**src/rtl/pipe_pkg.sv**
```systemverilog
// Shared types and helpers for the pipeline hazard controller.
// Holds the controller FSM states, forwarding select codes and hazard compare helpers.
package pipe_pkg;

  typedef enum logic {
    RUN    = 1'b0,
    MCBUSY = 1'b1
  } pipe_state_t;

  localparam logic [1:0] FWD_RF = 2'b00;
  localparam logic [1:0] FWD_W  = 2'b01;
  localparam logic [1:0] FWD_M  = 2'b10;

  // M has priority over W, because it holds the younger result.
  function automatic logic [1:0] fwd_sel(
    input logic       reg_write_m,
    input logic [4:0] rd_m,
    input logic       reg_write_w,
    input logic [4:0] rd_w,
    input logic [4:0] rs
  );
    if (reg_write_m && (rd_m != 5'd0) && (rd_m == rs)) begin
      return FWD_M;
    end else if (reg_write_w && (rd_w != 5'd0) && (rd_w == rs)) begin
      return FWD_W;
    end
    return FWD_RF;
  endfunction

  function automatic logic load_use(
    input logic       mem_read_e,
    input logic [4:0] rd_e,
    input logic [4:0] rs1_d,
    input logic [4:0] rs2_d
  );
    return mem_read_e && (rd_e != 5'd0) && ((rd_e == rs1_d) || (rd_e == rs2_d));
  endfunction

endpackage

```
**src/rtl/pipe_hazard_ctrl_mc_timer.sv**
```systemverilog
// Loadable down-counter that tracks the remaining EX occupancy of a multi-cycle op.
// The one_hit flag marks the final cycle of the op.
module mc_timer #(
  parameter int unsigned W = 2
) (
  input  logic         clk,
  input  logic         reset,
  input  logic         load,
  input  logic [W-1:0] load_val,
  input  logic         dec,
  output logic [W-1:0] value,
  output logic         one_hit
);

  always_ff @(posedge clk or posedge reset) begin
    if (reset) begin
      value <= '0;
    end else if (load) begin
      value <= load_val;
    end else if (dec && (value != '0)) begin
      value <= value - W'(1);
    end
  end

  assign one_hit = (value == W'(1));

endmodule

```
**src/rtl/pipe_hazard_ctrl.sv**
```systemverilog
// Stall, flush and forwarding control for the 5-stage RV32 pipeline, including MUL/DIV hold.
// Define PIPE_HAZARD_PERF_EN to add the StallCnt/FlushCnt performance counters.
module pipe_hazard_ctrl
  import pipe_pkg::*;
#(
  parameter int unsigned MC_LATENCY = 4
`ifdef PIPE_HAZARD_PERF_EN
  ,
  parameter int unsigned CNT_W      = 32
`endif
) (
  input  logic       clk,
  input  logic       reset,
  input  logic [4:0] Rs1D,
  input  logic [4:0] Rs2D,
  input  logic [4:0] Rs1E,
  input  logic [4:0] Rs2E,
  input  logic [4:0] RdE,
  input  logic       MemReadE,
  input  logic       McStartE,
  input  logic       PCSrcE,
  input  logic       RegWriteM,
  input  logic       RegWriteW,
  input  logic [4:0] RdM,
  input  logic [4:0] RdW,
  output logic       StallF,
  output logic       StallD,
  output logic       StallE,
  output logic       FlushD,
  output logic       FlushE,
  output logic       FlushM,
  output logic [1:0] ForwardAE,
  output logic [1:0] ForwardBE,
  output logic       McDoneE
`ifdef PIPE_HAZARD_PERF_EN
  ,
  output logic [CNT_W-1:0] StallCnt,
  output logic [CNT_W-1:0] FlushCnt
`endif
);

  localparam int unsigned CntW = $clog2(MC_LATENCY);

  if ((MC_LATENCY < 2) || (MC_LATENCY > 15)) begin : g_bad_latency
    $error("pipe_hazard_ctrl: MC_LATENCY must be in 2..15");
  end

  pipe_state_t     state_q, state_d;
  logic            cnt_load, cnt_dec, cnt_one;
  logic [CntW-1:0] cnt;

  mc_timer #(
    .W (CntW)
  ) u_mc_timer (
    .clk      (clk),
    .reset    (reset),
    .load     (cnt_load),
    .load_val (CntW'(MC_LATENCY - 1)),
    .dec      (cnt_dec),
    .value    (cnt),
    .one_hit  (cnt_one)
  );

  always_ff @(posedge clk or posedge reset) begin
    if (reset) begin
      state_q <= RUN;
    end else begin
      state_q <= state_d;
    end
  end

  always_comb begin
    state_d   = state_q;
    cnt_load  = 1'b0;
    cnt_dec   = 1'b0;
    StallF    = 1'b0;
    StallD    = 1'b0;
    StallE    = 1'b0;
    FlushD    = 1'b0;
    FlushE    = 1'b0;
    FlushM    = 1'b0;
    McDoneE   = 1'b0;
    ForwardAE = fwd_sel(RegWriteM, RdM, RegWriteW, RdW, Rs1E);
    ForwardBE = fwd_sel(RegWriteM, RdM, RegWriteW, RdW, Rs2E);

    unique case (state_q)
      RUN: begin
        if (PCSrcE) begin
          FlushD = 1'b1;
          FlushE = 1'b1;
        end else if (McStartE) begin
          StallF   = 1'b1;
          StallD   = 1'b1;
          StallE   = 1'b1;
          FlushM   = 1'b1;
          cnt_load = 1'b1;
          state_d  = MCBUSY;
        end else if (load_use(MemReadE, RdE, Rs1D, Rs2D)) begin
          StallF = 1'b1;
          StallD = 1'b1;
          FlushE = 1'b1;
        end
      end
      MCBUSY: begin
        // Redirects and new hazards wait: EX still owns the multi-cycle op.
        if (cnt_one) begin
          McDoneE = 1'b1;
          state_d = RUN;
        end else if (cnt > CntW'(1)) begin
          StallF  = 1'b1;
          StallD  = 1'b1;
          StallE  = 1'b1;
          FlushM  = 1'b1;
          cnt_dec = 1'b1;
        end else begin
          state_d = RUN;
        end
      end
      default: state_d = RUN;
    endcase

    // Everything reads as idle while reset is held, independent of the clock.
    if (reset) begin
      StallF    = 1'b0;
      StallD    = 1'b0;
      StallE    = 1'b0;
      FlushD    = 1'b0;
      FlushE    = 1'b0;
      FlushM    = 1'b0;
      McDoneE   = 1'b0;
      ForwardAE = FWD_RF;
      ForwardBE = FWD_RF;
    end
  end

`ifdef PIPE_HAZARD_PERF_EN
  logic [CNT_W-1:0] stall_cnt_q, flush_cnt_q;

  always_ff @(posedge clk or posedge reset) begin
    if (reset) begin
      stall_cnt_q <= '0;
      flush_cnt_q <= '0;
    end else begin
      if (StallF) stall_cnt_q <= stall_cnt_q + CNT_W'(1);
      if (FlushE) flush_cnt_q <= flush_cnt_q + CNT_W'(1);
    end
  end

  assign StallCnt = reset ? '0 : stall_cnt_q;
  assign FlushCnt = reset ? '0 : flush_cnt_q;
`endif

endmodule
```
**config.mk**
```make
export PLATFORM = sky130hd
export DESIGN_NAME = pipe_hazard_ctrl
export DESIGN_NICKNAME = d
export VERILOG_FILES = /design/src/rtl/pipe_pkg.sv /design/src/rtl/pipe_hazard_ctrl_mc_timer.sv /design/src/rtl/pipe_hazard_ctrl.sv
export SDC_FILE = /design/constraint.sdc
export NUM_CORES = 1
export LEC_CHECK = 0
export CAP_MARGIN = 25
export CORE_MARGIN = 5
export CORE_UTILIZATION = 34
export CTS_CLUSTER_DIAMETER = 100
export CTS_CLUSTER_SIZE = 14
export DETAILED_ROUTE_END_ITERATION = 6
export PLACE_DENSITY = 0.94
export SLEW_MARGIN = 20
export SYNTH_ARGS = -nofsm -noshare
export SYNTH_HDL_FRONTEND = slang
export SYNTH_SLANG_ARGS = --single-unit
```
**constraint.sdc**
```tcl
create_clock -name clk -period 3.9 [get_ports clk]
set_input_delay 0.585 -clock clk [delete_from_list [all_inputs] [get_ports clk]]
set_output_delay 0.585 -clock clk [all_outputs]
set_load 0.03 [all_outputs]
```
==> metrics.yaml <==
placed_design:
  place_congestion: 0.829
  place_ws_ps: 408
  portBuffers: 52
  hpwl_mm: 2.01
worst_setup_path:
  cp-start-kind: "input pin"
  slowest_stage: "clkdlybuf4s50_1"
  worst_ep_required_time_ps: 3310
  crit_path_start: "RdM[3]"
  worstPathMaxFanout: 4
  max_stage_delay_ps: 730
  worst_ep_arrival_time_ps: 2950
  path_delay_family: "buffers and inverters"
  critPathKind: "in -> out"
  endpoint_kind: "primary output"
  worstSetupPathDepth: 6
  r2r_cells: 5
  r2r-start: "u_mc_timer.value[1]$_DFFE_PP0P_"
  path_common_cell: "clkdlybuf4s50_1"
  path_cells: "clkdlybuf4s50_1 > or4_1 > o21ai_2 > nor3_1 > nor4_2 > clkdlybuf4s50_1"
  critPathBufInv: 2
grt:
  antenna_found_initial: 0
  grt_max_degree: 7
  grt_use_total_pct: 16.5
  grt_pass1_vias: 858
  overflow: 0
  grt_pass1_wl_mm: 3.46
routing:
  drt_wl_total_mm: 2.24
  drtPass1Iterations: 4
  routed-via-count: 814
  via_per_inst: 5.12
  drc_errors: 0
  postRouteAntennaNets: 0
  post_drt_wl_per_cell_um: 14.1
  dr.first_iter.drc_count: 5
clock_network:
  cts_hold_buf: 0
  cts_tree: "built"
  cts_root_buf: "clkbuf_4"
  clk_latency_ps: 230
  cts_buffers: 3
  clkSinkCount: 3
  h-tree-depth: 1
  cts_buffer_depth: 2
  cts_resized: 0
  clk_pin_slew_worst_paths_ps: 40
  cts_setup_buffers: 0
floorplan:
  rows: 15
  core-area_mm2: 0.00175
  start_util_pct: 36.5
  die_w_um: 53.3
  io_pins: 53
  die_area_mm2: 0.00284
  die_y_um: 53.3
pwr:
  power_density_mw_per_mm2: 279
  ir_drop_mv: 0.152
  leakagePower_nw: 0.468
sta:
  drv_slew: 0
  finalHoldViolations: 0
  fin_ws_ps: 366
  clock_skew_ps: 0.767
  period_share_pct: 90.6
  rsz0062_at_grt: "false"
  setup_viol: 0
  clock.fmax_mhz: 283
  setup_tns_ps: 0
  relSlewSlack_pct: 77.7
  fin_crit_ps: 3530
  tightest_slew_ps: 334
synthesis:
  synth_cell_types: 24
  synth_area_leaders: "xor2_1 28%, xnor2_1 14%, dfrtp_1 12%"
  postSynthAreaPerCell_um2: 7.96
  ys_seq_elements: 3
  seq_area_frac_synth_pct: 11.8
  synth.top_cell.area_share_pct: 27.5
  synth.largest_area_cell: "xor2_1"
  yosysWarningCount: 0
  synth_cells: 80
  syn_area_um2: 637
  synth.net_count: 124
hold_path:
  holdPathStages: 1
  hp-class: "reg -> reg"
  min_from: "u_mc_timer.value[1]$_DFFE_PP0P_"
layout:
  syn_to_final_growth_pct: 88.4
  fillers: 139
  drive_gt1_share_pct: 4.48
  final_cell_mix: "52 x clkdlybuf4s50_1, 20 x xor2_1, 10 x xnor2_1"
  final_common_cell: "clkdlybuf4s50_1"
  finalNetCount: 179
  num_antenna_cells: 0
run_status:
  status: "complete, no violations"
job:
  cap_violations: 0
==> layout make-up <==
type,instances,area (um2),share of cell area [%]
multi-input cells,69,524,43.7
repair buffers,52,520,43.4
flip-flops and latches,3,75.1,6.26
well taps,25,31.3,2.61
clock buffers,4,26.3,2.19
inverters,6,22.5,1.88
==> through the flow <==
step                      area, um2  instances  power [W]  util, %  hold WS (ps)
after floorplan                 637         80   0.000185        -           352
after global placement         1170        155   0.000273     67.2           531
after detailed placement       1170        155   0.000283     67.2           533
after CTS                      1200        159   0.000338     68.7           541
after global routing           1200        159   0.000359     68.7           590
final                          1200        159   0.000335     68.7           544
==> registers in the layout, summed over array words and instances (netlist names) <==
| signal | flops |
|---|---|
| u_mc_timer.value | 2 |
| state_q | 1 |
==> cells in the mapped netlist <==
cell type and n:
or4_1 5, ha_1 2, o211ai_1 2, nand3_1 2
xor2_1 20, nand2_1 4, nor2_1 4, a21oi_1 1
xnor2_1 10, dfrtp_1 3, nor3_1 4, a31oi_1 1
o31ai_1 1, buf_4 2, a22oi_1 1, nor3b_1 2
o32ai_1 1, o21bai_1 1, inv_1 6, nor4_2 2
o21ai_2 1, nor4_1 2, a21o_1 1, and3_1 2
==> logic make-up (layout without fill, tap and decap cells) <==
group | Yosys count | after routing | share of synthesized area (%)
buffers and inverters | 8 | 62 | 5.89
XOR/XNOR | 30 | 30 | 41.3
AO/OA/AOI/OAI | 10 | 10 | 11.6
adder cells (fa/ha/maj) | 2 | 2 | 3.93
AND/OR/NAND/NOR | 27 | 27 | 25.5
flip-flops | 3 | 3 | 11.8
==> where the power goes <==
group          switching [W]  total [W]  internal, W
sequential         0.0000148  0.0000602    0.0000454
clock              0.0000153  0.0000536    0.0000383
combinational       0.000111   0.000221     0.000111
total               0.000141   0.000335     0.000194
==> final timing paths <==
check / slack [ps] / endpoint
max: 370 / ForwardAE[0]
max in group asynchronous: 3030 / state_q$_DFF_PP0_
min in group asynchronous: 710 / u_mc_timer.value[1]$_DFFE_PP0P_
min reg2reg: 540 / u_mc_timer.value[1]$_DFFE_PP0P_
max reg2reg: 2520 / u_mc_timer.value[0]$_DFFE_PP0P_
min: 540 / u_mc_timer.value[1]$_DFFE_PP0P_
==> per-layer routing <==
layer  global-route usage (%)  vias up  share of wire [%]
li1                         -      390                  -
met1                     14.2      371                 31
met2                     31.8       53                 55
met3                     6.76        0                 15
met4                     8.09        0                  0
met5                        0        -                  0
Note: power is estimated with default switching activity, not from simulation.
==> variant: new RTL, same flow settings <==
Set the parameter `MC_LATENCY` to 8 (it was 4).
--- a/src/rtl/pipe_hazard_ctrl.sv
+++ b/src/rtl/pipe_hazard_ctrl.sv
@@ -5,3 +5,3 @@
 #(
-  parameter int unsigned MC_LATENCY = 4
+  parameter int unsigned MC_LATENCY = 8
 `ifdef PIPE_HAZARD_PERF_EN
Function: changed (Yosys sat finds a counterexample within 4 cycles, from zero or initial values and one cycle with reset high).
==> variant against the unedited design <==
- synthesized area is 10% higher
- total power is 31% higher
- sequential share of layout area is 1.6 points higher
- worst hold slack worse by 3.5 ps
- via count is 1.4% higher
- cell area is 5.9% higher
- sequential cell count is 1 higher
- routed wire length is 8.5% higher
- synthesized cell count is 8.8% higher
- register-to-register slack worse by 290 ps
- combinational power is 36% higher
- global-route usage is 0.61 points lower
- setup slack better by 25 ps
==> variant: results <==
export IMPL_top_layer_used="met4"
export IMPL_post_place_ws_ps=375
export IMPL_slew_headroom_pct=60.1
export IMPL_synth_fa_ha_area_share_pct=5.35
export IMPL_syn_avg_cell_area_um2=8.07
export IMPL_dpl_instance_area_mm2=0.00125
export IMPL_synth_xor_area_share_pct=38.7
export IMPL_synth_area_leaders="xor2_1 (25%), dfrtp_1 (14%), xnor2_1 (14%), ha_1 (5.3%), or4_1 (5.3%)"
export IMPL_dr_wl_met3_um=102
export IMPL_synth_compound_area_share_pct=11.8
export IMPL_vias=825
export IMPL_wl_met1_um=921
export IMPL_ir_drop_uv=218
export IMPL_grt_pass1_vias=867
export IMPL_drive_gt1_share_pct=6.38
export IMPL_avgRoutedWirePerCell_um=14.5
export IMPL_gr_usage_all_layers_pct=15.9
export IMPL_synth_seq_area_share_pct=14.3
export IMPL_ys_top_cells_by_count="xor2_1 (20), xnor2_1 (11), nand2_1 (7), inv_1 (6)"
export IMPL_met2_length_um=1390
export IMPL_status="finished, final reports clean"
export IMPL_leakagePower_nw=0.492
export IMPL_ys_types=23
export IMPL_arrival_ps=2920
export IMPL_first_pass_iters=2
export IMPL_nNetsFinal=188
export IMPL_placedCellCount=165
export IMPL_avgViaCountPerCell=4.91
export IMPL_synth_nets=132
## variant: area by class of cell
cell class | instances | area (µm²)
Inverter | 6 | 22.5
Sequential cell | 4 | 100
Multi-Input combinational cell | 75 | 564
Tap cell | 27 | 33.8
Clock buffer | 3 | 22.5
Fill cell | 187 | 691
Timing Repair Buffer | 53 | 528
## variant: path summary, 6_finish.rpt
path / startpoint / endpoint / slack, ps / cells past startpoint
max: RdM[1] / ForwardBE[0] / 390 / 6
min in group asynchronous: reset / u_mc_timer.value[1] / 570 / 2
max reg2reg: u_mc_timer.value[1] / u_mc_timer.value[0] / 2230 / 6
max in group asynchronous: reset / u_mc_timer.value[2] / 3160 / 2
min: u_mc_timer.value[1] / u_mc_timer.value[1] / 540 / 2
min reg2reg: u_mc_timer.value[1] / u_mc_timer.value[1] / 540 / 2
## variant: per-layer routing
| metal | vias up | global-route usage (%) |
|---|---|---|
| met2 | 17 | 32.1 |
| li1 | 411 | - |
| met1 | 395 | 15.3 |
| met4 | 0 | 4.86 |
| met5 | - | 0 |
| met3 | 2 | 3.96 |
## variant: report_power, final
group / total (mW) / switching [mW] / leakage, nW / internal, mW
clock: 0.0535 / 0.0190 / 0.0138 / 0.0345
combinational: 0.300 / 0.154 / 0.433 / 0.146
sequential: 0.0856 / 0.0207 / 0.0457 / 0.0649
total: 0.439 / 0.194 / 0.492 / 0.246
## variant: logic make-up after synthesis
family          count (synthesis)
xor+xnor                       31
simple gates                   30
compound gates                 11
buf+inv                         8
flops                           4
fa+ha+maj                       3
## variant: critical path, cell delays in order
cell and delay, ps:
clkdlybuf4s50_1 470, or4_1 560, o21ai_2 190, nor3_1 90
nor4_2 300, clkdlybuf4s50_1 720
